`src/rtl/seg_ctrl_pkg.sv`:
```
// -----------------------------------------------------------------------------
// seg_ctrl_pkg
// Shared constants for the 7-seg message sequencer: display codes understood by
// the board's BCD decoders (0-9 are plain digits) and the sequencer state type.
// -----------------------------------------------------------------------------
package seg_ctrl_pkg;

    localparam logic [3:0] SEG_OFF  = 4'hA;
    localparam logic [3:0] SEG_DASH = 4'hB;
    localparam logic [3:0] SEG_H    = 4'hC;
    localparam logic [3:0] SEG_L    = 4'hD;
    localparam logic [3:0] SEG_E    = 4'hE;
    localparam logic [3:0] SEG_P    = 4'hF;

    typedef enum logic [1:0] {
        ST_IDLE   = 2'd0,
        ST_LOAD   = 2'd1,
        ST_STATIC = 2'd2,
        ST_SCROLL = 2'd3
    } seg_state_e;

endpackage

```
`src/rtl/seg_tick_gen.sv`:
```
// -----------------------------------------------------------------------------
// seg_tick_gen
// Prescaler producing a one-cycle tick every CLK_DIV clocks. Used for both the
// scroll step and the blink phase.
// Ports:
//   clk   in  system clock
//   rst   in  synchronous active-high reset
//   clr   in  force the count to zero (wins over hold)
//   hold  in  freeze the count; no tick while held
//   tick  out high while the count sits at CLK_DIV-1 and is about to wrap
// -----------------------------------------------------------------------------
module seg_tick_gen #(
    parameter int unsigned CLK_DIV = 25_000_000
) (
    input  logic clk,
    input  logic rst,
    input  logic clr,
    input  logic hold,
    output logic tick
);

    localparam int unsigned CW = (CLK_DIV > 1) ? $clog2(CLK_DIV) : 1;
    localparam logic [CW-1:0] CNT_MAX = CW'(CLK_DIV - 1);

    logic [CW-1:0] cnt_q, cnt_d;

    assign tick = !clr && !hold && (cnt_q == CNT_MAX);

    always_comb begin
        cnt_d = cnt_q;
        if (clr) begin
            cnt_d = '0;
        end else if (!hold) begin
            cnt_d = (cnt_q == CNT_MAX) ? '0 : cnt_q + 1'b1;
        end
    end

    always_ff @(posedge clk) begin
        if (rst) begin
            cnt_q <= '0;
        end else begin
            cnt_q <= cnt_d;
        end
    end

endmodule

```
`src/rtl/seg_scroll_ctrl.sv`:
```
// -----------------------------------------------------------------------------
// seg_scroll_ctrl
// Message sequencer for NUM_DIGITS BCD 7-seg decoders. A nibble-coded message is
// taken over a load/ready handshake; it is shown static if it fits the display,
// otherwise it scrolls left one position per tick with one blank gap before wrap.
// Ports:
//   clk      in   system clock (rising edge)
//   rst      in   synchronous active-high reset
//   load     in   message valid; accepted when load && ready
//   ready    out  block can accept a message (low only in LOAD)
//   msg      in   char i = msg[4i+3:4i], char 0 leftmost
//   msg_len  in   chars used, clamped to MSG_LEN
//   hold     in   freeze scroll position, prescaler (and blink phase)
//   blink    in   (SEG_BLINK_EN only) blink the enabled digits each tick
//   bcd      out  digit d = bcd[4d+3:4d], digit 0 leftmost, registered
//   en       out  per-digit decoder enable
// Build option: define SEG_BLINK_EN to add the blink port and phase register.
//
// state  | meaning
// IDLE   | nothing shown, all digits off
// LOAD   | message captured, old frame still shown, ready low
// STATIC | message fits the display, frame fixed
// SCROLL | message longer than display, frame shifts on each tick
// -----------------------------------------------------------------------------
module seg_scroll_ctrl
    import seg_ctrl_pkg::*;
#(
    parameter int unsigned NUM_DIGITS = 4,
    parameter int unsigned MSG_LEN    = 8,
    parameter int unsigned CLK_DIV    = 25_000_000
) (
    input  logic                          clk,
    input  logic                          rst,
    input  logic                          load,
    output logic                          ready,
    input  logic [4*MSG_LEN-1:0]          msg,
    input  logic [$clog2(MSG_LEN+1)-1:0]  msg_len,
    input  logic                          hold,
`ifdef SEG_BLINK_EN
    input  logic                          blink,
`endif
    output logic [4*NUM_DIGITS-1:0]       bcd,
    output logic [NUM_DIGITS-1:0]         en
);

    localparam int unsigned LW = $clog2(MSG_LEN + 1);

    seg_state_e              state_q, state_d;
    logic [4*MSG_LEN-1:0]    msg_q, msg_d;
    logic [LW-1:0]           len_q, len_d;
    logic [LW-1:0]           ptr_q, ptr_d;
    logic [4*NUM_DIGITS-1:0] bcd_q, bcd_d;
    logic [NUM_DIGITS-1:0]   en_q, en_d;
    logic                    accept;
    logic                    tick;
    logic [LW-1:0]           len_clamp;

    // Window of the message starting at char ptr; position len is the blank gap.
    // ptr + d never reaches 2*(len+1) because NUM_DIGITS < len+1, so one
    // subtraction implements the modulo.
    function automatic logic [4*NUM_DIGITS-1:0] scroll_frame(
        input logic [4*MSG_LEN-1:0] m,
        input logic [LW-1:0]        len,
        input logic [LW-1:0]        ptr
    );
        logic [4*NUM_DIGITS-1:0] f;
        int idx;
        f = {NUM_DIGITS{SEG_OFF}};
        for (int d = 0; d < int'(NUM_DIGITS); d++) begin
            idx = int'(ptr) + d;
            if (idx > int'(len)) begin
                idx = idx - (int'(len) + 1);
            end
            if (idx != int'(len)) begin
                f[4*d +: 4] = m[4*idx +: 4];
            end
        end
        return f;
    endfunction

    function automatic logic [4*NUM_DIGITS-1:0] static_frame(
        input logic [4*MSG_LEN-1:0] m,
        input logic [LW-1:0]        len
    );
        logic [4*NUM_DIGITS-1:0] f;
        f = {NUM_DIGITS{SEG_OFF}};
        for (int d = 0; d < int'(NUM_DIGITS); d++) begin
            if (d < int'(len)) begin
                f[4*d +: 4] = m[4*d +: 4];
            end
        end
        return f;
    endfunction

    assign ready     = (state_q != ST_LOAD);
    assign accept    = load && ready;
    assign len_clamp = (int'(msg_len) > int'(MSG_LEN)) ? LW'(MSG_LEN) : msg_len;

    // Prescaler held at zero through LOAD so the first frame lasts a full CLK_DIV.
    seg_tick_gen #(
        .CLK_DIV (CLK_DIV)
    ) u_tick (
        .clk  (clk),
        .rst  (rst),
        .clr  (accept || (state_q == ST_LOAD)),
        .hold (hold),
        .tick (tick)
    );

    always_comb begin
        state_d = state_q;
        msg_d   = msg_q;
        len_d   = len_q;
        ptr_d   = ptr_q;
        bcd_d   = bcd_q;
        en_d    = en_q;
        if (accept) begin
            state_d = ST_LOAD;
            msg_d   = msg;
            len_d   = len_clamp;
            ptr_d   = '0;
        end else begin
            case (state_q)
                ST_LOAD: begin
                    if (len_q == '0) begin
                        state_d = ST_IDLE;
                        bcd_d   = {NUM_DIGITS{SEG_OFF}};
                        en_d    = '0;
                    end else if (int'(len_q) <= int'(NUM_DIGITS)) begin
                        state_d = ST_STATIC;
                        bcd_d   = static_frame(msg_q, len_q);
                        en_d    = '1;
                    end else begin
                        state_d = ST_SCROLL;
                        bcd_d   = scroll_frame(msg_q, len_q, '0);
                        en_d    = '1;
                    end
                end
                ST_SCROLL: begin
                    if (tick) begin
                        ptr_d = (ptr_q == len_q) ? '0 : ptr_q + 1'b1;
                        bcd_d = scroll_frame(msg_q, len_q, ptr_d);
                    end
                end
                default: ;
            endcase
        end
    end

    always_ff @(posedge clk) begin
        if (rst) begin
            state_q <= ST_IDLE;
            msg_q   <= '0;
            len_q   <= '0;
            ptr_q   <= '0;
            bcd_q   <= {NUM_DIGITS{SEG_OFF}};
            en_q    <= '0;
        end else begin
            state_q <= state_d;
            msg_q   <= msg_d;
            len_q   <= len_d;
            ptr_q   <= ptr_d;
            bcd_q   <= bcd_d;
            en_q    <= en_d;
        end
    end

    assign bcd = bcd_q;

`ifdef SEG_BLINK_EN
    logic phase_q, phase_d;

    always_comb begin
        phase_d = phase_q;
        if (accept || !blink) begin
            phase_d = 1'b1;
        end else if (tick) begin
            phase_d = ~phase_q;
        end
    end

    always_ff @(posedge clk) begin
        if (rst) begin
            phase_q <= 1'b1;
        end else begin
            phase_q <= phase_d;
        end
    end

    assign en = en_q & {NUM_DIGITS{phase_q}};
`else
    assign en = en_q;
`endif

endmodule

```
`config.mk`:
```
export PLATFORM = sky130hd
export DESIGN_NAME = seg_scroll_ctrl
export DESIGN_NICKNAME = d
export VERILOG_FILES = /design/src/rtl/seg_ctrl_pkg.sv /design/src/rtl/seg_tick_gen.sv /design/src/rtl/seg_scroll_ctrl.sv
export SDC_FILE = /design/constraint.sdc
export NUM_CORES = 1
export LEC_CHECK = 0
export BUFFER_PORTS_ARGS = -buffer_cell sky130_fd_sc_hd__buf_2
export CAP_MARGIN = 25
export CORE_MARGIN = 4
export CORE_UTILIZATION = 60
export CTS_CLUSTER_SIZE = 14
export DETAILED_ROUTE_END_ITERATION = 7
export GPL_TIMING_DRIVEN = 1
export PLACE_DENSITY_LB_ADDON = 0.12
export SETUP_SLACK_MARGIN = 0.1
export SYNTH_ARGS = -nofsm -noshare
export SYNTH_HDL_FRONTEND = slang
export SYNTH_SLANG_ARGS = --single-unit
```
`constraint.sdc`:
```
create_clock -name clk -period 6.1 [get_ports clk]
set_clock_uncertainty 0.05 [all_clocks]
set_input_delay 1.83 -clock clk [delete_from_list [all_inputs] [get_ports clk]]
set_output_delay 1.83 -clock clk [all_outputs]
set_load 0.02 [all_outputs]
```
# Yosys cells after proc, flatten, opt, wreduce, memory -nomap -nowiden

Cells that the tools add are included.

$add $sub $neg: 13
$lt $le $gt $ge: 13
Equality and inequality tests: 13
Shifts and indexed selects: 7
Muxes and demuxes: 55
Bitwise gates (word level): 1
Reduce and logical (&&, ||, !) cells: 15

Operators with widths:

| cell                                                         | count |
|---|---|
| two-way mux 32 bit                                           | 31 |
| inequality test 32 x 5 -> 1 bit                              | 7 |
| variable part select 32 x 32 -> 4 bit                        | 7 |
| subtractor 3 x 32 -> 32 bit, first input constant            | 2 |
| subtractor 6 x 32 -> 32 bit                                  | 2 |
| two-way mux 4 bit                                            | 15 |
| two-way mux 16 bit                                           | 3 |
| one-hot mux 16 bit (2 select lines)                          | 1 |
| subtractor 2 x 32 -> 32 bit, first input constant            | 1 |
| subtractor 5 x 32 -> 32 bit                                  | 1 |
| adder 25 x 1 -> 25 bit, second input constant                | 1 |
| equality test 25 bit, second input constant                  | 1 |
| two-way mux 25 bit                                           | 1 |
| greater-than comparator 5 x 4 -> 1 bit                       | 3 |
| adder 4 x 1 -> 5 bit, second input constant                  | 2 |
| adder 4 x 2 -> 5 bit, second input constant                  | 2 |
| greater-than comparator 2 x 4 -> 1 bit, first input constant | 2 |
| less-than comparator 1 x 4 -> 1 bit, first input constant    | 2 |
| less-than comparator 2 x 4 -> 1 bit, first input constant    | 2 |
| subtractor 5 x 5 -> 6 bit                                    | 1 |
| adder 4 x 1 -> 4 bit, second input constant                  | 1 |
| equality test 4 bit                                          | 1 |
| greater-than comparator 1 x 4 -> 1 bit, first input constant | 1 |
| greater-than comparator 4 bit                                | 1 |
| 18 further kinds                                             | 26 |

Flip-flop bits (word level): 87
Output and inout bits: 21

# Longest topological paths before layout

Depth after elaboration: 13
Mapped depth: 23
Depth with buffers taken out: 20

# By module

A second synthesis with hierarchy kept.

Cells, all modules: 808
Area total of the unflattened synthesis: 6,850.3 µm²

Modules (own cells, without submodules):

| module          | times used | cells an instance | area an instance (µm²) | sequential area each (µm²) |
|---|---|---|---|---|
| seg_scroll_ctrl | 1          | 673               | 5,614.1                | 1,181.1 |
| seg_tick_gen    | 1          | 135               | 1,236.2                | 500.5 |

# Least setup slack after synthesis

No wires, ideal clock.

Path kind: reg-to-reg
From: reg ptr_q[0]
To: reg bcd_q[14] (netlist: bcd[14])
Library setup time: 0.136 ns
Arrival: 4.621 ns
Required time: 5.914 ns
Path slack: 1.293 ns
Cell stages (with the launch flop): 23
Path buffers: 3
Clock period less this slack: 4.807 ns
Cell sequence: dfxtp_1 > inv_1 > ha_1 > inv_1 > o41ai_4 > inv_2 > ha_1 > nor2_1 > nor3_1 > or2_2 > clkbuf_1 > inv_1 > ha_1 > o21ai_0 > o32a_4 > mux2_4 > buf_6 > buf_12 > mux2i_1 > mux2i_1 > mux2_2 > nand3_1 > a211oi_1

Word-level cells in the longest chain between the ends: 12
Elaborated cells on any way between the ends: 15
Classes of those cells: add/sub (3); order compare (1); eq/ne (2); shift (1); mux (8)

Ends and longest elaborated chain:

| what                                                                                            | line                                         | RTL |
|---|---|---|
| from (decl)                                                                                     | seg_scroll_ctrl.sv:51                        | `logic [LW-1:0] ptr_q, ptr_d;` |
| from (signal assigned)                                                                          | seg_scroll_ctrl.sv:162                       | `ptr_q <= ptr_d;` |
| adder 4 x 1 -> 4 bit / equality test 4 bit (equally long branches)                              | seg_scroll_ctrl.sv:141                       | `ptr_d = (ptr_q == len_q) ? '0 : ptr_q + 1'b1;` |
| two-way mux 4 bit (*)                                                                           | seg_scroll_ctrl.sv:141                       |  |
| adder 4 x 2 -> 5 bit (*)                                                                        | seg_scroll_ctrl.sv:70                        | `idx = int'(ptr) + d;` |
| subtractor 5 x 5 -> 6 bit / greater-than comparator 5 x 4 -> 1 bit (equally long branches)      | seg_scroll_ctrl.sv:72, seg_scroll_ctrl.sv:71 |  |
| two-way mux 32 bit (*)                                                                          | seg_scroll_ctrl.sv:71                        | `if (idx > int'(len)) begin` |
| two-way mux 32 bit (*)                                                                          | seg_scroll_ctrl.sv:140                       | `if (tick) begin` |
| two-way mux 32 bit (*)                                                                          | seg_scroll_ctrl.sv:123                       | `case (state_q)` |
| two-way mux 32 bit (*)                                                                          | seg_scroll_ctrl.sv:117                       | `if (accept) begin` |
| variable part select 32 x 32 -> 4 bit / inequality test 32 x 5 -> 1 bit (equally long branches) | seg_scroll_ctrl.sv:75, seg_scroll_ctrl.sv:74 |  |
| two-way mux 4 bit (*)                                                                           | seg_scroll_ctrl.sv:74                        | `if (idx != int'(len)) begin` |
| two-way mux 16 bit (*)                                                                          | seg_scroll_ctrl.sv:140                       |  |
| one-hot mux 16 bit (2 select lines) (*)                                                         | seg_scroll_ctrl.sv:123                       |  |
| to (signal assigned)                                                                            | seg_scroll_ctrl.sv:156                       | `bcd_q <= {NUM_DIGITS{SEG_OFF}};` |
| to (decl)                                                                                       | seg_scroll_ctrl.sv:52                        | `logic [4*NUM_DIGITS-1:0] bcd_q, bcd_d;` |

Every way passes the cells marked *; elsewhere a longest branch is shown, timed or not. The select of a mux whose other input is x is not followed.
A chain may end at the register's enable or synchronous reset.

# Worst setup path after layout

From: reg ptr_q[0]
To: reg bcd_q[8] (netlist: bcd[8])

Word-level cells in the longest chain between the ends: 12
Elaborated cells on any way between the ends: 15
Classes of those cells: add/sub (3); order compare (1); eq/ne (2); shift (1); mux (8)

Ends and longest elaborated chain:

| what                                                                                            | line |
|---|---|
| adder 4 x 1 -> 4 bit / equality test 4 bit (equally long branches)                              | seg_scroll_ctrl.sv:141 |
| two-way mux 4 bit (*)                                                                           | seg_scroll_ctrl.sv:141 |
| adder 4 x 2 -> 5 bit (*)                                                                        | seg_scroll_ctrl.sv:70 |
| subtractor 6 x 32 -> 32 bit / greater-than comparator 5 x 4 -> 1 bit (equally long branches)    | seg_scroll_ctrl.sv:72, seg_scroll_ctrl.sv:71 |
| two-way mux 32 bit (*)                                                                          | seg_scroll_ctrl.sv:71 |
| two-way mux 32 bit (*)                                                                          | seg_scroll_ctrl.sv:140 |
| two-way mux 32 bit (*)                                                                          | seg_scroll_ctrl.sv:123 |
| two-way mux 32 bit (*)                                                                          | seg_scroll_ctrl.sv:117 |
| variable part select 32 x 32 -> 4 bit / inequality test 32 x 5 -> 1 bit (equally long branches) | seg_scroll_ctrl.sv:75, seg_scroll_ctrl.sv:74 |
| two-way mux 4 bit (*)                                                                           | seg_scroll_ctrl.sv:74 |
| two-way mux 16 bit (*)                                                                          | seg_scroll_ctrl.sv:140 |
| one-hot mux 16 bit (2 select lines) (*)                                                         | seg_scroll_ctrl.sv:123 |

Marked as above.

==> flow_summary.toml <==
[run_status]
outcome = "completed"

[critical_path]
cpMostUsedCell = "ha_1"
worst_setup_path_start_kind = "flip-flop"
arrival_ns = 5.40
r2r_end = "bcd[8]$_SDFFE_PP0P_"
worst-r2r-cell-count = 17
cp_cell_sequence = "inv_1 -> ha_1 -> inv_1 -> o41ai_4 -> buf_4 -> inv_2 -> ha_1 -> xor2_1 -> ha_1 -> a2111oi_0 -> nor3_1 -> o2bb2ai_2 -> mux2i_1 -> mux2i_1 -> mux2_2 -> a32oi_1 -> a211oi_1"
reg2reg_slack_ns = 0.85
cpPeakStageDelay_ns = 0.83
worstSetupPathType = "flip-flop to flip-flop"
cpMaxStageDelayCell = "o2bb2ai_2"
r2r-start = "ptr_q[0]$_SDFFE_PP0P_"
required_ns = 6.25
endpoint_kind = "flip-flop"
crit_fanout = 16

[grt]
gr-usage-all-layers_pct = 29.5
overflow = 0
antenna_found_initial = 0
grt_pass1_wl_um = 31300
grt_pass1_vias = 6235
grt_max_degree = 62

[timing]
tns_ns = 0
hold_violations = 0
period_share_pct = 86.0
fin_hold_ws_ns = 0.412
fmax_mhz = 191
timing.final.crit_period_ns = 5.25
setup_viol = 0
drv_slew = 0
slew_headroom_pct = 32.6
tightest_slew_ns = 1.01
rsz0062_at_grt = "false"

[die]
dieArea_um2 = 13500
die_y_um = 116
start_util_pct = 61.5
die_x_um = 116
fp.coreArea_um2 = 11400
rows = 39
pin_count = 61

[synthesis]
synthTopCellsByArea = "dfxtp_1 24%, mux2i_1 8.8%, ha_1 7.7%"
synthDistinctLibCells = 87
syn_nets = 932
yosys.area.top_type = "dfxtp_1"
synthFlopType = "dfxtp_1"
ys_ff_latch = 84
async_reset_ff_share_pct = 0
synth_most_common_cell = "nand2_1"
syn_area_per_cell_um2 = 8.32
synth_edf_count = 0
yosys_warnings = 0
synthCells = 843
syn_area_um2 = 7020
synth_common_cells = "106 x nand2_1, 84 x dfxtp_1, 77 x a21oi_1, 68 x nor2_1, 62 x mux2i_1"
ys_seq_area_share_pct = 24.0
synth_top_cell_area_share_pct = 24.0

[cts]
postCtsResizedCells = 0
clkTransAtPathRegs_ns = 0.06
holdBufCountCts = 0
cts_setup_buffers = 0
cts-root-buf = "clkbuf_16"
cts-buffers-inserted = 9
tritoncts = "built"
insertion_delay_ns = 0.35
h-tree-depth = 3
clk_path_buf_depth = 2
cts_sinks = 84

[cells_and_area]
fillCellCount = 950
nets = 972
instances_no_fill = 1031
num_antenna_cells = 0
drive_above_1_share_pct = 14.8
area_delta_synth_final_pct = 8.83

[route]
vias_per_cell = 6.25
wire_per_inst_um = 18.8
wl_um = 19400
drt_iter0_drc = 481
detail-route-antenna-nets = 0
vias = 6443
drc = 0
firstDrtPassIters = 5

[power]
ir_worst_vdd_mv = 0.207
p_leak_nw = 3.11
powerDensity_nw_per_um2 = 244
total_power_w = 0.00187

[placement]
gp_congestion = 0.972
dp_hpwl_um = 14800
portBuffers = 60
place_inst = 1015

[min_path]
hold_class = "flip-flop to flip-flop"
min_to = "bcd[1]$_SDFFE_PP1P_"
min_path_cells = 1
worstHoldStart = "bcd[1]$_SDFFE_PP1P_"

[run]
drv_cap = 0
## worst max-delay path: cells and delay by family, from the launching register on
kind                     cells  cell delay (ns)
AO/OA/AOI/OAI                5             1.97
buffers and inverters        4             0.60
multiplexers                 3             0.63
XOR/XNOR                     1             0.22
adder cells (fa/ha/maj)      3             0.90
flip-flops                   1             0.47
AND/OR/NAND/NOR              1             0.24
## layout by cell type, fill, tap and decap left out, types with 21 or more instances in the layout
cell / Yosys / layout
nand2_1: 106 / 106
dfxtp_1: 84 / 84
a21oi_1: 77 / 77
nor2_1: 68 / 68
mux2i_1: 62 / 62
buf_2: 5 / 60
ha_1: 43 / 43
xnor2_1: 29 / 29
inv_1: 28 / 28
a211oi_1: 27 / 27
nand3_1: 26 / 26
xor2_1: 25 / 25
nor3_1: 21 / 21
## metrics by stage
| stage | worst slack [ns] | util [%] | cell area [µm²] |
|---|---|---|---|
| 4_1_cts | 0.888 | 66.9 | 7640 |
| 3_5_place_dp | 0.903 | 64.4 | 7350 |
| 5_1_grt | 0.487 | 66.9 | 7640 |
| 2_1_floorplan | 1.29 | - | 7020 |
| 3_3_place_gp | 1.09 | 64.2 | 7330 |
| 6_report | 0.854 | 66.9 | 7640 |
## power by group
part / switching (W) / internal, W
Clock: 0.000237 / 0.000281
Combinational: 0.000425 / 0.000312
Sequential: 0.0000374 / 0.000574
## logic make-up after synthesis
kind of cell,synth area share (%)
AOI/OAI and AO/OA,19.8
xor gates and xnor gates,8.06
adders and majority gates,9.38
buffers and inverters,5.24
DFF,24.0
muxes,11.8
and+or+nand+nor,21.8
## worst max-delay path by stage
stage                            to  cells after the start                  start  slack (ns)
6_report        bcd[8]$_SDFFE_PP0P_                     17  ptr_q[0]$_SDFFE_PP0P_        0.85
5_1_grt        bcd[10]$_SDFFE_PP0P_                     17  ptr_q[0]$_SDFFE_PP0P_        0.49
4_1_cts         bcd[8]$_SDFFE_PP0P_                     17  ptr_q[0]$_SDFFE_PP0P_        0.89
3_5_place_dp    bcd[8]$_SDFFE_PP0P_                     17  ptr_q[0]$_SDFFE_PP0P_        0.90
3_3_place_gp   bcd[10]$_SDFFE_PP0P_                     17  ptr_q[0]$_SDFFE_PP0P_        1.09
2_1_floorplan  bcd[14]$_SDFFE_PP0P_                     22  ptr_q[0]$_SDFFE_PP0P_        1.29
## registers in the layout, indices dropped and copies added, names as in the netlist
name and cells:
msg_q 32, len_q 4, ptr_q 4, state_q 2, u_tick.cnt_q 25, en 1
bcd 16
## metal layers
metal  part of all wire, %  up-vias  GRT usage, %
li1                      -     3107             -
met1                    41     3010          36.2
met2                    48      265          49.5
met3                   6.5       61          4.87
met4                   4.4        0          15.9
met5                     0        -             0
## area by class of cell
class,instances,area [µm²],share of cell area (%)
multi-input combinational,686,4970,65.1
tap,143,179,2.34
clock inverter,7,57.6,0.754
inverter,30,113,1.47
sequential,84,1680,22.0
clock buffer,9,225,2.95
timing repair buffer,72,410,5.37
Note: power is estimated with default switching activity, not from simulation.
